<file path="src/rtl/fmul8_seq.sv">
// Sequential minifloat multiplier (1s/3e bias 3/4f, hidden 1) built on a 5-cycle shift-add loop.
// The result is registered and held under valid/ready backpressure until it is consumed.
module fmul8_seq (
   input  logic       clk,
   input  logic       rst_n,
   input  logic       in_valid,
   output logic       in_ready,
   input  logic [7:0] a,
   input  logic [7:0] b,
   output logic       out_valid,
   input  logic       out_ready,
   output logic [7:0] p,
   output logic       busy
);

   typedef enum logic [1:0] {StIdle, StMul, StNorm, StDone} state_e;

   state_e      state_q, state_d;
   logic [7:0]  a_q, a_d;
   logic [7:0]  b_q, b_d;
   logic [9:0]  acc_q, acc_d;
   logic [2:0]  cnt_q, cnt_d;
   logic [7:0]  p_q, p_d;
   logic        out_valid_q, out_valid_d;

   logic [4:0]  mb;
   logic [9:0]  addend;
   logic [4:0]  e_sum;
   logic [3:0]  frac;
   logic [2:0]  e_field;
   logic        sign;
   logic        op_zero;
   logic [7:0]  p_norm;

   always_ff @(posedge clk or negedge rst_n) begin
      if (!rst_n) begin
         state_q <= StIdle;
      end else begin
         state_q <= state_d;
      end
   end

   always_comb begin
      state_d = state_q;
      unique case (state_q)
         StIdle: if (in_valid) state_d = StMul;
         StMul:  if (cnt_q == 3'd4) state_d = StNorm;
         StNorm: state_d = StDone;
         StDone: if (out_ready) state_d = StIdle;
         default: state_d = StIdle;
      endcase
   end

   always_comb begin
      in_ready = (state_q == StIdle);
      busy     = (state_q != StIdle);
   end

   // Biased exponent sum kept unsigned: true exponent is e_sum - 3.
   always_comb begin
      mb      = {1'b1, b_q[3:0]};
      addend  = {5'b0, 1'b1, a_q[3:0]} << cnt_q;
      sign    = a_q[7] ^ b_q[7];
      op_zero = (a_q[6:0] == 7'h00) || (b_q[6:0] == 7'h00);
      e_sum   = {2'b00, a_q[6:4]} + {2'b00, b_q[6:4]} + {4'b0000, acc_q[9]};
      frac    = acc_q[9] ? acc_q[8:5] : acc_q[7:4];
      e_field = 3'(e_sum - 5'd3);
      if (op_zero || (e_sum < 5'd3)) begin
         p_norm = 8'h00;
      end else if (e_sum > 5'd10) begin
         p_norm = {sign, 7'h7F};
      end else if ((e_field == 3'd0) && (frac == 4'd0)) begin
         p_norm = 8'h00;
      end else begin
         p_norm = {sign, e_field, frac};
      end
   end

   always_comb begin
      a_d         = a_q;
      b_d         = b_q;
      acc_d       = acc_q;
      cnt_d       = cnt_q;
      p_d         = p_q;
      out_valid_d = out_valid_q;
      unique case (state_q)
         StIdle: begin
            if (in_valid) begin
               a_d   = a;
               b_d   = b;
               acc_d = 10'd0;
               cnt_d = 3'd0;
            end
         end
         StMul: begin
            if (mb[cnt_q]) acc_d = acc_q + addend;
            cnt_d = cnt_q + 3'd1;
         end
         StNorm: begin
            p_d         = p_norm;
            out_valid_d = 1'b1;
         end
         StDone: begin
            if (out_ready) out_valid_d = 1'b0;
         end
         default: ;
      endcase
   end

   always_ff @(posedge clk or negedge rst_n) begin
      if (!rst_n) begin
         a_q         <= 8'h00;
         b_q         <= 8'h00;
         acc_q       <= 10'd0;
         cnt_q       <= 3'd0;
         p_q         <= 8'h00;
         out_valid_q <= 1'b0;
      end else begin
         a_q         <= a_d;
         b_q         <= b_d;
         acc_q       <= acc_d;
         cnt_q       <= cnt_d;
         p_q         <= p_d;
         out_valid_q <= out_valid_d;
      end
   end

   assign p         = p_q;
   assign out_valid = out_valid_q;

endmodule

</file>
<file path="config.mk">
export PLATFORM = sky130hd
export DESIGN_NAME = fmul8_seq
export DESIGN_NICKNAME = d
export VERILOG_FILES = /design/src/rtl/fmul8_seq.sv
export SDC_FILE = /design/constraint.sdc
export NUM_CORES = 1
export LEC_CHECK = 0
export ABC_AREA = 0
export CELL_PAD_IN_SITES_DETAIL_PLACEMENT = 1
export CELL_PAD_IN_SITES_GLOBAL_PLACEMENT = 2
export CORE_MARGIN = 1
export CORE_UTILIZATION = 35
export DETAILED_ROUTE_END_ITERATION = 12
export PLACE_DENSITY = 0.81
export SYNTH_ARGS = -nofsm -noshare
export SYNTH_HDL_FRONTEND = slang
export SYNTH_SLANG_ARGS = --single-unit
</file>
<file path="constraint.sdc">
create_clock -name clk -period 8.2 [get_ports clk]
set_input_delay 1.64 -clock clk [delete_from_list [all_inputs] [get_ports clk]]
set_output_delay 1.64 -clock clk [all_outputs]
set_load 0.02 [all_outputs]
</file>
# After elaboration in Yosys (flattened, before gate mapping)
# Index checks and enable logic that the tools add are counted.
[word_totals] regBits=40 input_bits=20 out_inout_bits=11
[classes] addsub=5 order_cmp=3 n_eq_ne=8 shifts=1 mux=17 n_bitwise=1 reduce_logical=16
[ops] cell="$mux 8" n=3
[ops] cell="$mux 10" n=2
[ops] cell="$pmux 10 s2" n=1
[ops] cell="$logic_not 7->1" n=2
[ops] cell="$add 10x10->10" n=1
[ops] cell="$shl 5x3->10" n=1
[ops] cell="$ne 2x2->1 const B" n=4
[ops] cell="$pmux 2 s4" n=1
[ops] cell="$mux 2" n=3
[ops] cell="$pmux 3 s2" n=1
[ops] cell="$reduce_and 2->1" n=3
[ops] cell="$reduce_and 3->1" n=2
[ops] cell="$reduce_bool 2->1" n=3
[ops] cell="$add 4x1->5" n=1
[ops] cell="$gt 5x4->1 const B" n=1
[ops] cell="$lt 5x2->1 const B" n=1
[ops] cell="$add 3x3->4" n=1
[ops] cell="$eq 2x2->1 const B" n=2
[ops] cell="$logic_not 4->1" n=1
[ops] cell="$lt 3x4->1 const B" n=1
[ops] cell="$mux 4" n=1
[ops] cell="$add 3x1->3 const B" n=1
[ops] cell="$bmux 1 s3" n=1
[ops] cell="$eq 3x3->1 const B" n=1
[ops] cell="other kinds (10)" n=12

# Logic depth before layout (Yosys ltp)
[depth] depth_word=8 mapped_depth=13 ltp_nobuf=11

# Worst setup path before layout
# Ideal clock, no wire load.
[synth_timing] path_type="register -> register" from="register acc_q[9]" to="register p_q[4], in the netlist p[4]" arrival_ns=2.685 required_time_ns=8.060 path_slack_ns=5.375 path_stages_with_launch=11 n_path_buf=1 synth_period_minus_slack_ns=2.825 cell_sequence="dfrtp_1 > buf_2 > inv_1 > fa_1 > fa_1 > inv_1 > ha_1 > ha_1 > or4b_2 > nor4_1 > o32ai_1"
[synth_between] elab_chain_cells=7 word_cells_on_any_way=12
[synth_lines] element="from (decl)" line_no="21" source="logic [9:0] acc_q, acc_d;"
[synth_lines] element="from (signal assigned)" line_no="114" source="acc_q <= 10'd0;"
[synth_lines] element="from (signal assigned)" line_no="121" source="acc_q <= acc_d;"
[synth_lines] element="$add 4x1->5" line_no="65" source="e_sum = {2'b00, a_q[6:4]} + {2'b00, b_q[6:4]} + {4'b0000, acc_q[9]};"
[synth_lines] element="$sub 3x2->3" line_no="67" source="e_field = 3'(e_sum - 5'd3);"
[synth_lines] element="$logic_not 3->1" line_no="72" source="end else if ((e_field == 3'd0) && (frac == 4'd0)) begin"
[synth_lines] element="$logic_and 1x1->1" line_no="72"
[synth_lines] element="$mux 8" line_no="72"
[synth_lines] element="$mux 8" line_no="70" source="end else if (e_sum > 5'd10) begin"
[synth_lines] element="$mux 8 *" line_no="68" source="if (op_zero || (e_sum < 5'd3)) begin"
[synth_lines] element="to (signal assigned)" line_no="123" source="p_q <= p_d;"
[synth_lines] element="to (decl)" line_no="23" source="logic [7:0] p_q, p_d;"
# Mark *: on every way between the ends. The rest lies on a longest branch, timed or not.
# A chain may end at the register's enable or synchronous reset.

# Final worst setup path
[layout_timing] from="register state_q[1]" to="output port in_ready"
[layout_between] elab_chain_cells=1
[layout_lines] element="from (decl)" line_no="18" source="state_e state_q, state_d;"
[layout_lines] element="from (signal assigned)" line_no="37" source="state_q <= StIdle;"
[layout_lines] element="from (signal assigned)" line_no="39" source="state_q <= state_d;"
[layout_lines] element="$logic_not 2->1" line_no="55" source="in_ready = (state_q == StIdle);"
[layout_lines] element="to (decl)" line_no="7" source="output logic in_ready,"
# No other way between the ends.

==> metrics.md <==
| Metric | Value |
|---|---|
| N_diodes | `0` |
| Die height | `87.3 um` |
| Num ports | `31` |
| Met3 Use GR | `0.0313` |
| Internal Power | `711 uW` |
| TritonRoute pass-1 iters | `4` |
| Initial Util | `0.369` |
| Met2 Usage GRT | `0.292` |
| Top_reg_cell synth | `dfrtp_1` |
| First-pass GRT wire length | `10.0 mm` |
| Buffers on Ports | `30` |
| Routed WL | `approximately 5.9 mm` |
| Global Route met1 Usage | `0.219` |
| Combinational share of power | `0.582` |
| Finished Layout Cells | `377` |
| Least-Margin Pin Slew | `around 0.96 ns` |
| Cell family with most CP delay | `buffers and inverters` |
| Avg Cell Area, Syn | `10.1 sq um` |
| Grt ovf | `0` |
| Crit path time final | `3.39 ns` |
| Total GRT Usage | `0.170` |
| Buf/Inv on CP | `2` |
| Post-synthesis cell count | `252` |
| Clock slew at reported path FFs | `about 0.080 ns` |
| CTS tree | `yes` |
| Postcts setup bufs | `0` |
| Slowest CP cell | `clkdlybuf4s50_1` |
| Global route hottest layer | `met2` |
| Initial DRC count | `41` |
| Placed Instances | `369` |
| Final Hold Fails | `0` |
| CTS Hold Bufs | `0` |
| Sw Pwr | `556 uW` |
| Final-report setup violation count | `0` |
| Drt via density | `5.13` |
| Period utilisation layout | `0.413` |
| Max clock buf depth | `2` |
| Core ar. | `between 0.006 and 0.007 sq mm` |
| PD cells | `420 mW/mm^2` |
| Crit end category | `output pin` |
| Initial antenna violation count | `0` |
| Most frequent cells in the layout | `40 x dfrtp_1, 29 x clkdlybuf4s50_1, 27 x inv_1` |
| Max incr delay on CP | `around 0.65 ns` |
| Slew Limit Headroom | `0.360` |
| Synthesized flop and latch total | `40` |
| Largest net degree at the start of global routing | `between 40 and 50` |
| Hold Path Class | `register to register` |
| Die area | `0.00762 sq mm` |
| Pins over their slew limit | `0` |
| # nets final | `323` |
| Vias in the first global route | `about 2100` |
| Routed len/inst | `roughly 16 um` |
| Peak VDD IR | `slightly above 200 uV` |
| Register area share after synthesis | `0.393` |
| Library cells used by synthesis | `49` |
| Syn nets | `295` |
| Clk_lat worst skew | `0.30 ns` |
| Required time of the critical path | `around 6.6 ns` |
| Lkg Pwr | `about 0.0013 uW` |
| Antenna-violating nets left | `0` |
| Adder-Cell Fraction of Synth Area | `0.122` |
| Sink Count | `40` |
| Crit-path max FO | `6` |
| Flop pwr share | `0.288` |
| GPL Wtd Cong | `approximately 0.75` |
| Cts repair resizes | `0` |
| CTS root buffer | `clkbuf_8` |
| Rows | `30` |
| Max-cap violation count | `0` |
| Post-DP HPWL | `4.35 mm` |
| DRC violations left | `0` |
| Unrepaired setup endpoints after global routing | `false` |
| Synth Cell Area | `0.00255 sq mm` |
| Crit Path Class | `register to output pin` |
| Ys async rst share | `1.00` |
| Critical Path Start Type | `register` |
| CP Data Arrival Time | `1.75 ns` |
| Post-Synth XOR/XNOR Area | `0.0241` |
| Die span in x | `about 87 um` |
| CTS buffer count | `5` |
| Clk pwr share | `0.131` |
| Sum Neg Setup Slack | `0 ns` |
| Compound-Gate Fraction of Synth Area | `0.165` |
| Synth Area in Simple Gates | `0.126` |
| Switching share of power | `0.439` |
| Most common cell after layout, fill and taps aside | `dfrtp_1` |
| Largest family of logic cells by synthesized area | `compound AO/OA/AOI/OAI gates` |
| Max Fclk | `0.295 GHz` |
| Clock skew | `around 0.01 ns` |
| Area Growth Syn to Fin | `18.5%` |
| Cell Chain, Critical Path | `inv_1 -> ha_1 -> clkdlybuf4s50_1` |
| Max H-tree Level | `2` |
| Synth warnings | `0` |
| Vias | `between 1500 and 2000` |
| Layout cell share with drive strength beyond 1 | `0.110` |
| Post-synthesis mux area share | `0.109` |
| Outcome | `finished clean` |
| Post-synth EDFFs | `0` |
## cell families (layout without fill, tap and decap cells)
logic type	Yosys count	after routing
AO/OA/AOI/OAI	62	62
XOR/XNOR	7	7
adder cells (fa/ha/maj)	23	23
buffers and inverters	36	65
flip-flops	40	40
multiplexers	23	23
AND/OR/NAND/NOR	61	61
## power groups by stage
stage          Clock (uW)  Combinational (uW)  Sequential (uW)
5_1_grt               176                 839              380
3_5_place_dp            0                 739              371
2_1_floorplan           0                 579              350
4_1_cts               171                 749              367
3_3_place_gp            0                 733              367
6_report              166                 737              364
## through the flow
step / cell area (sq um) / power, uW / hold slack (ns) / worst slack [ns] / util
final: 3020 / 1270 / 0.512 / 4.81 / 0.437
after CTS: 3020 / 1290 / 0.514 / 4.80 / 0.437
after detailed placement: 2910 / 1110 / 0.496 / 4.96 / 0.421
after global placement: 2910 / 1100 / 0.484 / 4.98 / 0.421
after global routing: 3020 / 1400 / 0.536 / 4.73 / 0.437
after floorplan: 2550 / 929 / 0.472 / 5.37 / -
## worst reg2reg max path: stages (launching register included)
cell	delay, ns
dfrtp_1	0.54
inv_1	0.12
fa_1	0.42
fa_1	0.48
inv_1	0.10
ha_1	0.15
ha_1	0.12
or4b_2	0.59
nor4_1	0.31
o32ai_1	0.15
## final timing paths
kind | startpoint | slack, ns | end | cells past startpoint
min in group asynchronous | rst_n | 1.47 | acc_q[4] | 1
max | state_q[1] | 4.81 | in_ready | 3
max reg2reg | acc_q[9] | 5.08 | p[7] | 9
max in group asynchronous | rst_n | 6.11 | acc_q[2] | 1
min | acc_q[2] | 0.51 | acc_q[2] | 1
min reg2reg | acc_q[2] | 0.51 | acc_q[2] | 1
## Yosys cell counts (6+ instances only)
cell	n	area, sq um
inv_1	27	101
a22o_1	8	70.1
o21ai_1	6	30.0
dfrtp_1	40	1000
nor2b_1	11	68.8
nor2_1	13	48.8
ha_1	20	250
mux2_2	18	203
a21oi_1	11	55.1
nand2b_1	6	37.5
o21ai_0	7	35.0
o22ai_1	8	50.1
nand2_1	16	60.1
## area by class of cell
class                   instances  area (sq um)
clock buffers                   6          72.6
repair buffers                 30           295
well taps                      96           120
flip-flops and latches         40          1000
fillers                       802          3890
inverters                      27           101
multi-input cells             176          1390
clock inverters                 2          35.0
## flip-flops by register name (all words and copies together) (netlist names)
signal,cells
state_q,2
b_q,8
a_q,8
cnt_q,3
out_valid,1
acc_q,10
p,8
## per-layer routing
metal	up-vias	part of all wire
met5	-	0
met4	0	0.0082
met3	4	0.021
met2	27	0.49
met1	963	0.48
li1	941	-
Power figures use the tool's default switching activity.
